<file path="config.mk">
export PLATFORM = sky130hd
export DESIGN_NAME = universal_shift_reg
export DESIGN_NICKNAME = d
export VERILOG_FILES = /design/src/rtl/universal_shift_reg.sv
export SDC_FILE = /design/constraint.sdc
export NUM_CORES = 1
export LEC_CHECK = 0
export ABC_AREA = 1
export CAP_MARGIN = 15
export CORE_AREA = 4 4 45 47
export CTS_CLUSTER_DIAMETER = 40
export DETAILED_ROUTE_END_ITERATION = 12
export DIE_AREA = 0 0 49 51
export GPL_ROUTABILITY_DRIVEN = 0
export GPL_TIMING_DRIVEN = 0
export MAX_ROUTING_LAYER = met4
export PLACE_DENSITY = 0.75
export SETUP_SLACK_MARGIN = 0.4
export SYNTH_ARGS = -nofsm -noshare
export SYNTH_HDL_FRONTEND = slang
export SYNTH_SLANG_ARGS = --single-unit
</file>
<file path="constraint.sdc">
create_clock -name CLK -period 1.2 [get_ports CLK]
set_input_delay 0.18 -clock CLK [delete_from_list [all_inputs] [get_ports CLK]]
set_output_delay 0.18 -clock CLK [all_outputs]
set_load 0.01 [all_outputs]
</file>
<file path="src/rtl/universal_shift_reg.sv">
// Universal shift register: hold, parallel load, logical/arithmetic shift, rotate and clear,
// with a programmable synchronous reset value and serial in/out at both ends.
module universal_shift_reg #(
    parameter int unsigned          WIDTH   = 8,
    parameter logic [WIDTH-1:0]     RST_VAL = '0
) (
    input  logic             CLK,
    input  logic             RST,
    input  logic             EN,
    input  logic [2:0]       MODE,
    input  logic             SIN_L,
    input  logic             SIN_R,
    input  logic [WIDTH-1:0] D,
    output logic [WIDTH-1:0] Q,
    output logic             SOUT_MSB,
    output logic             SOUT_LSB,
    output logic             ZERO
);

    localparam logic [2:0] ModeHold = 3'd0;
    localparam logic [2:0] ModeLoad = 3'd1;
    localparam logic [2:0] ModeShl  = 3'd2;
    localparam logic [2:0] ModeShr  = 3'd3;
    localparam logic [2:0] ModeRol  = 3'd4;
    localparam logic [2:0] ModeRor  = 3'd5;
    localparam logic [2:0] ModeAsr  = 3'd6;
    localparam logic [2:0] ModeClr  = 3'd7;

    logic [WIDTH-1:0] q_q;
    logic [WIDTH-1:0] q_d;
    logic             zero_q;
    logic             zero_d;

    always_comb begin
        q_d = q_q;
        if (EN) begin
            case (MODE)
                ModeHold: q_d = q_q;
                ModeLoad: q_d = D;
                ModeShl:  q_d = {q_q[WIDTH-2:0], SIN_R};
                ModeShr:  q_d = {SIN_L, q_q[WIDTH-1:1]};
                ModeRol:  q_d = {q_q[WIDTH-2:0], q_q[WIDTH-1]};
                ModeRor:  q_d = {q_q[0], q_q[WIDTH-1:1]};
                ModeAsr:  q_d = {q_q[WIDTH-1], q_q[WIDTH-1:1]};
                ModeClr:  q_d = '0;
                default:  q_d = q_q;
            endcase
        end
        // Flag derived from next-state so it changes on the same edge as Q.
        zero_d = (q_d == '0);
    end

    always_ff @(posedge CLK) begin
        if (RST) begin
            q_q    <= RST_VAL;
            zero_q <= (RST_VAL == '0);
        end else begin
            q_q    <= q_d;
            zero_q <= zero_d;
        end
    end

    assign Q        = q_q;
    assign ZERO     = zero_q;
    assign SOUT_MSB = q_q[WIDTH-1];
    assign SOUT_LSB = q_q[0];

endmodule
</file>
# Word-level counts from Yosys, hierarchy flattened
# Index checks and enable logic that the tools add are counted.
[classes] n_mux=2 reduce_logical=2 eq_ne=7
[ops] operator="case mux 8 bit (8 select lines)" n=1
[ops] operator="equality test 3 bit, second input constant" n=4
[ops] operator="logical NOT 8 bit" n=1
[ops] operator="two-way mux 8 bit" n=1
[ops] operator="equality test 3 x 2 -> 1 bit, second input constant" n=2
[ops] operator="equality test 3 x 1 -> 1 bit, second input constant" n=1
[ops] operator="logical NOT 3 bit" n=1
[totals] register_bits=9 input_bits=16 output_inout_bits=11 wordCells=13

# Longest topological paths before layout
# Gate-level depths: netlist (run 1).
[logic_depth] word_depth=4 depth_mapped=10 ltp_nobuf=10

# Worst setup path after synthesis (run 1)
# Ideal clock, no wire load.
[synth_timing] path_kind="input port to flip-flop" startpoint="input MODE[0]" endpoint="register zero_q, in the netlist ZERO" setup_ns=0.058 arrival_time_ns=0.998 required_ns=1.142 slack_ns=0.144 cell_stages=10 path_buffers=0 path_cell_list="inv_1 -> nand2_2 -> nand2_4 -> inv_4 -> or2_1 -> nand2_1 -> nand2_1 -> nor2_1 -> nand2_1 -> nand2_1"
[synth_between] elab_chain_len=4 elab_cells_between_ends=11 classes_between="eq/ne (7); mux (2); reduce/logical (2)"
[synth_lines] item="start: declaration" line="10" rtl="input logic [2:0] MODE,"
[synth_lines] item="equality test 3 bit (tied with other cells)" line="37" rtl="case (MODE)"
[synth_lines] item="case mux 8 bit (8 select lines) (*)" line="37"
[synth_lines] item="two-way mux 8 bit (*)" line="36" rtl="if (EN) begin"
[synth_lines] item="logical NOT 8 bit (*)" line="50" rtl="zero_d = (q_d == '0);"
[synth_lines] item="end signal: assignment" line="56" rtl="zero_q <= (RST_VAL == '0);"
[synth_lines] item="end signal: assignment" line="59" rtl="zero_q <= zero_d;"
[synth_lines] item="end: declaration" line="31" rtl="logic zero_q;"
# Mark *: on every way between the ends. The rest lies on a longest branch, timed or not.
# A chain may end at the register's enable or synchronous reset.

# Final worst setup path (run 1)
[layout_timing] startpoint="register q_q[7], in the netlist Q[7]" endpoint="register zero_q, in the netlist ZERO"
[layout_between] elab_chain_len=3
[layout_lines] item="start: declaration" line="29" rtl="logic [WIDTH-1:0] q_q;"
[layout_lines] item="start signal: assignment" line="58" rtl="q_q <= q_d;"
[layout_lines] item="case mux 8 bit (8 select lines)" line="37"
[layout_lines] item="two-way mux 8 bit (*)" line="36"
[layout_lines] item="logical NOT 8 bit (*)" line="50"
# Marked as above.

==> qor.csv, run 1 <==
metric,value,unit
drv_slew,0,
p_per_area,777,nW/um^2
post-route-util,0.767,
skew,0.668,ps
switchingPower,314,uW
avgSynthCellArea,5.84,um^2
num_io_pins,27,
worstPathRequired,1410,ps
r2r_cells,9,
cts_root_buffer,clkbuf_4,
drive_above_1_share,0.469,
hold_viol_final,0,
path_max_fanout,2,
timing.hold.ws,280,ps
die_w,49,um
worstReg2RegStart,Q[7]$_SDFF_PP0_,
dp_hpwl,1320,um
clkLatencyLatePin,260,ps
synthCells,111,
num_rows,15,
synth_cell_types,17,
port_buffers,25,
irDropWorstVdd,0.611,mV
cp_data_arrival_time,1400,ps
firstDrtPassIters,4,
clockBufferDepth,2,
clk_pin_slew,60,ps
synth_nets,127,
synth_area_leaders,"dfxtp_1 28%, nand2_1 19%, nor2_1 12%",
grt_pass1_vias,748,
wl_per_cell,13.6,um
n_fill_cell,106,
crit_path_start,Q[7]$_SDFF_PP0_,
fin_crit_sh,0.995,
cts_max_level,1,
grt_pass1_wl,3240,um
grt_antenna_before_repair,0,
viasPerCell,4.97,
synth_top_area_cell,dfxtp_1,
grt-ovfl-total,0,
grt_max_degree,10,
final_nets,177,
cap_violations,0,
drc,0,
wl,2410,um
final-seq-area,200,um^2
antenna_cells,0,
crit_type,flip-flop to flip-flop,
worst_slew_pin_slew,398,ps
cts_tree,yes,
rsz0062_at_grt,yes,
hp-start,RST,
synth_warnings,0,
setup_viol,0,
worst_slack,6.23,ps
vias,879,
antenna_left,0,
hold_buffers,0,
fp.dieH,51,um
slew_headroom,0.735,
power_frac_comb,0.409,
clock-sinks,9,
die-area,2500,um^2
p_seq_frac,0.349,
p_leak,0.650,nW
grt_use_total,0.165,
syn_area,648,um^2
yosysSeqAreaShare,0.278,
final_cells,177,
clkPwrFrac,0.242,
initial_utilization,0.392,
p_int,670,uW
min_path_cells,2,
place_ws,-633,ps
critPathLaunchType,flip-flop,
synth_top_area_share,0.278,
endpoint_kind,flip-flop,
max_freq,838,MHz
multi_input_area,477,um^2
cts_buffers,3,
switching_share,0.320,
dp_cells,153,
area_delta_synth_final,95.4,%
hp-class,primary input to flip-flop,
power,984,uW
drt_iter0_drc,16,
status,"complete, no violations",
synth-seq-cells,9,
min_period,1190,ps
coreArea,1650,um^2
==> cells in the final DEF, fill, tap and decap left out, types with 2 or more instances in the layout <==
cell type	instances
buf_12	2
buf_4	13
buf_6	20
clkbuf_4	3
clkdlybuf4s50_1	6
dfxtp_2	4
dfxtp_4	4
dlymetal6s2s_1	3
inv_1	10
inv_4	2
nand2_1	24
nand2_2	10
nand2_4	2
nand3_1	8
nand3_2	6
nand4_1	3
nor2_1	17
nor2_2	4
or2_1	7
==> per-stage QoR <==
step	area (um^2)	TNS [ps]
2_1_floorplan	652	0
3_3_place_gp	923	-3930
3_5_place_dp	923	-4150
4_1_cts	1070	0
5_1_grt	1270	-60.3
6_report	1270	0
==> final timing paths <==
kind                                         to  slack, ps
worst min register to register  Q[4]$_SDFF_PP0_        630
worst min-delay path            Q[2]$_SDFF_PP0_        280
worst max-delay path            ZERO$_SDFF_PP1_          6
worst max register to register  ZERO$_SDFF_PP1_          6
==> routing by layer <==
layer	part of all wire	vias up	track usage
li1	-	440	-
met1	0.41	405	0.187
met2	0.52	30	0.257
met3	0.056	4	0.0466
met4	0.015	0	0.103
met5	0	-	-
==> layout make-up <==
| type | count | area share |
|---|---|---|
| multi-input cells | 86 | 0.376 |
| clock buffers | 4 | 0.0208 |
| well taps | 17 | 0.0168 |
| plain buffers | 3 | 0.0178 |
| flip-flops and latches | 9 | 0.158 |
| repair buffers | 45 | 0.368 |
| inverters | 13 | 0.0425 |
==> flip-flops by register name, indices dropped and copies added, names as in the netlist <==
register	cells
ZERO	1
Q	8
==> power groups by stage <==
stage | Combinational, mW | Sequential, mW | Clock (mW)
after floorplan | 0.131 | 0.353 | 0
after global placement | 0.267 | 0.346 | 0
after detailed placement | 0.271 | 0.346 | 0
after CTS | 0.316 | 0.345 | 0.243
after global routing | 0.435 | 0.348 | 0.262
final | 0.403 | 0.344 | 0.238
==> logic make-up (layout without fill, tap and decap cells) <==
| family | count (synthesis) | after routing | synth area share |
|---|---|---|---|
| compound gates | 2 | 2 | 0.0154 |
| buf+inv | 16 | 65 | 0.108 |
| flops | 9 | 9 | 0.278 |
| simple gates | 84 | 84 | 0.598 |
==> synthesized netlist by cell type, drive strengths merged <==
| cell | n |
|---|---|
| nand2 | 36 |
| nor2 | 22 |
| nand3 | 15 |
| inv | 13 |
| dfxtp | 9 |
| or2 | 7 |
| buf | 3 |
| nand4 | 3 |
| a21oi | 2 |
| nand3b | 1 |
==> critical path, cell delays in order (launching register included) <==
cell and delay (ps):
dfxtp_2 320, buf_6 110, nand4_1 100, nand2_1 70, nand3b_1 180, nand2_1 100
nand2_1 50, nor2_1 100, nand2_1 50, nand2_1 50
==> repair_timing <==
action,CTS,global route
buffers inserted,13,7
pin swaps,16,28
endpoints found under the setup margin,20,20
gates resized for setup,84,38
(Power assumes the default switching activity.)
==> run 2: changes to the inputs <==
Settings changed: REMOVE_ABC_BUFFERS from default to 1, SLEW_MARGIN from default to 20.
==> qor.csv, run 2 (synthesis results as in run 1) <==
metric,value,unit,change
grt_max_degree,10,,unchanged
hp-class,primary input to flip-flop,,
r2r-end,ZERO$_SDFF_PP1_,,
cp_cell_sequence,nand4_1 -> nand2_1 -> nand3b_1 -> nand2_1 -> nand2_1 -> nor2_1 -> nand2_1 -> nand2_1,,
wl,2090,um,-13%
grt_antenna_before_repair,0,,unchanged
drv_slew,0,,unchanged
grt_use_total,0.165,,+0.000208
drt_iter0_drc,24,,+8
cpMaxStageDelayCell,dfxtp_2,,
clockBufferDepth,2,,unchanged
max_stage_delay,330,ps,about the same
worst_slew_pin_slew,317,ps,-81.3 ps
cts_max_level,1,,unchanged
min_period,1030,ps,-160 ps
coreArea,1650,um^2,unchanged
cts_buffers,3,,unchanged
clock-sinks,9,,unchanged
cap_violations,0,,unchanged
p_per_area,838,nW/um^2,+7.9%
drc,0,,unchanged
fin_crit_sh,0.862,,-0.133
path_max_fanout,3,,+1
grt-ovfl-total,0,,unchanged
irDropWorstVdd,0.719,mV,+18%
dp_hpwl,1290,um,-2.3%
fp.dieH,51,um,unchanged
dp_cells,151,,-1.3%
crit_path_start,Q[7]$_SDFF_PP0_,,
slew_headroom,0.788,,+0.0535
critPathLaunchType,flip-flop,,
num_io_pins,27,,unchanged
hold_buffers,0,,unchanged
rsz0062_at_grt,yes,,
cts_root_buffer,clkbuf_4,,
port_buffers,26,,+4.0%
max_freq,967,MHz,+15%
initial_utilization,0.392,,unchanged
die-area,2500,um^2,unchanged
antenna_left,0,,unchanged
final_nets,165,,-6.8%
final_cells,165,,-6.8%
cts_tree,yes,,
skew,4.26,ps,+3.60 ps
grt_pass1_vias,766,,+2.4%
num_rows,15,,unchanged
timing.hold.ws,407,ps,+127 ps
drive_above_1_share,0.351,,-0.117
worstPathRequired,1400,ps,about the same
viasPerCell,5.07,,+2.0%
largest_reg_flops,8,,unchanged
endpoint_kind,flip-flop,,
cp_data_arrival_time,1240,ps,-160 ps
p_leak,0.559,nW,-14%
cp-endpoint,ZERO$_SDFF_PP1_,,
firstDrtPassIters,4,,unchanged
worstReg2RegStart,Q[7]$_SDFF_PP0_,,
r2r_setup_slack,170,ps,+160 ps
area_delta_synth_final,63.7,%,
status,"complete, no violations",,
crit_top_cell,nand2_1,,
setup_viol,0,,unchanged
final_cell_mix,"30 x nand2_1, 20 x nor2_1, 12 x buf_6",,
r2r_cells,8,,-1
die_w,49,um,unchanged
vias,836,,-4.9%
hold_viol_final,0,,unchanged
clk_pin_slew,60,ps,about the same
wl_per_cell,12.6,um,-7.1%
antenna_cells,0,,unchanged
clkLatencyLatePin,260,ps,about the same
final_common_cell,nand2_1,,
tns,0,ps,unchanged
crit_type,flip-flop to flip-flop,,
grt_pass1_wl,3260,um,+0.62%
run 2: cell types whose count changed in the layout (fill, tap and decap cells not counted), sizes merged:
cell           before  now
dlymetal6s2s        3    2
clkdlybuf4s50       6    5
buf                37   24
dlygate4sd2         1    4
run 2: through the flow:
step	util	setup WS (ps)	area, um^2	power (mW)
floorplan	-	136	629	0.476
global placement	0.552	-594	911	0.609
detailed placement	0.552	-608	911	0.612
CTS	0.605	175	998	0.866
global route	0.642	66.1	1060	0.954
finish	0.642	166	1060	0.890
run 2: power breakdown:
part	leakage (nW)	switching [mW]	internal, mW
combinational	0.466	0.155	0.160
clock	0.0150	0.100	0.128
sequential	0.0776	0.0232	0.324
total	0.559	0.278	0.611
run 2: area by class of cell:
type | count | area (um^2)
timing repair buffer | 36 | 338
fill | 145 | 591
sequential | 9 | 193
inverter | 13 | 51.3
clock buffer | 4 | 26.3
tap | 17 | 21.3
multi-input combinational | 86 | 432
run 2: worst max-delay path: cells and delay by family (launching register included):
kind          cells  cell delay, ps
simple gates      8             660
flops             1             330
run 2: timing repair:
action | in CTS | in global routing
pin swaps | 21 | 17
gates cloned | 0 | 0
buffers inserted | 7 | 3
setup endpoints to repair | 20 | 20
resized for setup | 89 | 12
run 2: metal layers:
metal	global-route usage	part of all wire	up-vias
met3	0.0641	0.061	9
met5	-	0	-
met2	0.270	0.50	26
met1	0.181	0.40	383
li1	-	-	418
met4	0.0673	0.033	0
run 2: worst min path at each step:
stage | from | end | slack [ps] | depth (start not counted)
2_1_floorplan | RST | Q[7]$_SDFF_PP0_ | 250 | 1
3_3_place_gp | Q[7]$_SDFF_PP0_ | Q[7]$_SDFF_PP0_ | 540 | 2
3_5_place_dp | Q[7]$_SDFF_PP0_ | Q[7]$_SDFF_PP0_ | 550 | 2
4_1_cts | MODE[1] | Q[7]$_SDFF_PP0_ | 370 | 5
5_1_grt | MODE[1] | Q[7]$_SDFF_PP0_ | 420 | 5
6_report | MODE[1] | Q[7]$_SDFF_PP0_ | 410 | 5
==> run 3: changes to the inputs <==
Settings changed: CORE_AREA 4 4 45 47 to 4 4 46 48, DIE_AREA 0 0 49 51 to 0 0 50 52, PLACE_DENSITY 0.75 to 0.72.
==> qor.csv, run 3 (synthesis results as in run 1) <==
metric,value,unit,change
status,"complete, no violations",,
wl_per_cell,11.1,um,-12%
hp-class,primary input to flip-flop,,
coreArea,1710,um^2,+3.4%
switchingPower,288,uW,+3.3%
crit_type,primary input to flip-flop,,
timing.hold.ws,481,ps,+74.7 ps
dp_hpwl,1320,um,+2.9%
p_int,627,uW,+2.6%
grt_pass1_vias,724,,-5.5%
r2r_setup_slack,150,ps,-20 ps
clkLatencyLatePin,260,ps,about the same
area_delta_synth_final,71.6,%,
hold_buffers,0,,unchanged
min_path_cells,5,,unchanged
whs_endpoint,Q[7]$_SDFF_PP0_,,
worstReg2RegStart,Q[7]$_SDFF_PP0_,,
place_ws,-595,ps,+13.3 ps
setup_viol,0,,unchanged
worstPathRequired,1410,ps,about the same
switching_share,0.314,,+0.00148
drive_above_1_share,0.403,,+0.0513
grt-ovfl-total,0,,unchanged
viasPerCell,4.79,,-5.4%
min_period,1050,ps,+16.6 ps
worst_slew_pin_slew,335,ps,+17.9 ps
cap_violations,0,,unchanged
cp_cell_sequence,buf_6 -> nor2_4 -> nand2_2 -> nand2_4 -> inv_4 -> or2_1 -> nand2_2 -> nand3_2 -> nor2_1 -> nand2_1 -> nand2_1,,
p_seq_frac,0.376,,-0.014
drc,0,,unchanged
clk_pin_slew,60,ps,about the same
irDropWorstVdd,0.696,mV,-3.1%
num_io_pins,27,,unchanged
skew,4.99,ps,+0.725 ps
rsz0062_at_grt,yes,,
final_cell_mix,"26 x nand2_1, 14 x nor2_1, 12 x nand3_1, 12 x buf_6, 10 x inv_1",,
r2r_cells,7,,-1
n_fill_cell,154,,+6.2%
antenna_left,0,,unchanged
r2r-end,Q[0]$_SDFF_PP0_,,
cts_tree,yes,,
grt_max_degree,10,,unchanged
vias,834,,-0.24%
antenna_cells,0,,unchanged
die_w,50,um,+2.0%
grt_pass1_wl,2960,um,-9.1%
cts_max_level,1,,unchanged
clkPwrFrac,0.251,,-0.005
p_leak,0.558,nW,-0.19%
fp.dieH,52,um,+2.0%
clockBufferDepth,2,,unchanged
power_frac_comb,0.373,,+0.019
endpoint_kind,flip-flop,,
clock-sinks,9,,unchanged
max_freq,952,MHz,-1.6%
fin_crit_sh,0.876,,+0.0139
grt_use_total,0.148,,-0.0173
slew_headroom,0.776,,-0.0120
largest_reg_flops,8,,unchanged
die-area,2600,um^2,+4.0%
p_per_area,822,nW/um^2,-1.9%
port_buffers,26,,unchanged
multi_input_area,455,um^2,+5.5%
drt_iter0_drc,24,,unchanged
final_common_cell,nand2_1,,
num_rows,15,,unchanged
cpMaxStageDelayCell,or2_1,,
final-seq-area,198,um^2,+2.6%
path_max_fanout,8,,+5
worst_slack,149,ps,-16.6 ps
final_nets,166,,+0.61%
grt_antenna_before_repair,0,,unchanged
cts_buffers,3,,unchanged
cp_data_arrival_time,1260,ps,+20 ps
drv_slew,0,,unchanged
hp-start,MODE[1],,
wl,1940,um,-7.2%
critPathLaunchType,primary input,,
firstDrtPassIters,4,,unchanged
max_stage_delay,230,ps,-100 ps
initial_utilization,0.379,,-0.0129
hold_viol_final,0,,unchanged
cts_root_buffer,clkbuf_4,,
-- run 3: changes by cell type in the layout (fill, tap and decap cells not counted), moves of 4 or more --
cell,delta
nor2_1,-6
nand2_2,+5
nand2_1,-4
nor2_2,+5
-- run 3: area by class of cell --
type                       instances  share of cell area
inverter                          13              0.0461
tap                               25              0.0281
clock buffer                       4              0.0236
timing repair buffer              37               0.315
multi-input combinational         86               0.409
sequential                         9               0.178
-- run 3: critical path, delay by kind of cell --
kind,cells,cell delay [ps]
simple gates,9,910
buf+inv,2,170
-- run 3: through the flow --
stage                     utilization  setup TNS (ps)  power [mW]  std cells  cell area, um^2
final                           0.651               0       0.915        174             1110
after global routing            0.651               0       0.974        174             1110
after CTS                       0.588               0       0.873        171             1000
after detailed placement        0.539           -4090       0.612        159              921
after global placement          0.539           -3960       0.610        159              921
after floorplan                     -               0       0.476        108              629
-- run 3: worst max path at each step --
stage,end,start,slack (ps),cells after the start
global route,ZERO$_SDFF_PP1_,MODE[2],50,11
floorplan,ZERO$_SDFF_PP1_,Q[0]$_SDFF_PP0_,140,9
detailed placement,ZERO$_SDFF_PP1_,MODE[2],-600,11
global placement,ZERO$_SDFF_PP1_,MODE[2],-590,11
CTS,ZERO$_SDFF_PP1_,Q[7]$_SDFF_PP0_,180,8
finish,ZERO$_SDFF_PP1_,MODE[2],150,11
-- run 3: power groups by stage --
stage / Combinational, mW / Clock [mW] / Sequential, mW
2_1_floorplan: 0.120 / 0 / 0.355
4_1_cts: 0.287 / 0.239 / 0.347
3_3_place_gp: 0.264 / 0 / 0.347
3_5_place_dp: 0.265 / 0 / 0.347
6_report: 0.341 / 0.230 / 0.344
5_1_grt: 0.374 / 0.253 / 0.347
-- run 3: what timing repair did --
item / 4_1_cts / 5_1_grt
setup endpoints to repair: 20 / 20
gates cloned: 0 / 0
setup buffers: 8 / 3
pin swaps: 27 / 12
gates resized for setup: 84 / 25
-- run 3: routing by layer --
metal  global-route usage  share of wire
met5                    -              0
met4               0.0829          0.031
met3               0.0172          0.071
met2                0.239           0.50
met1                0.179           0.40
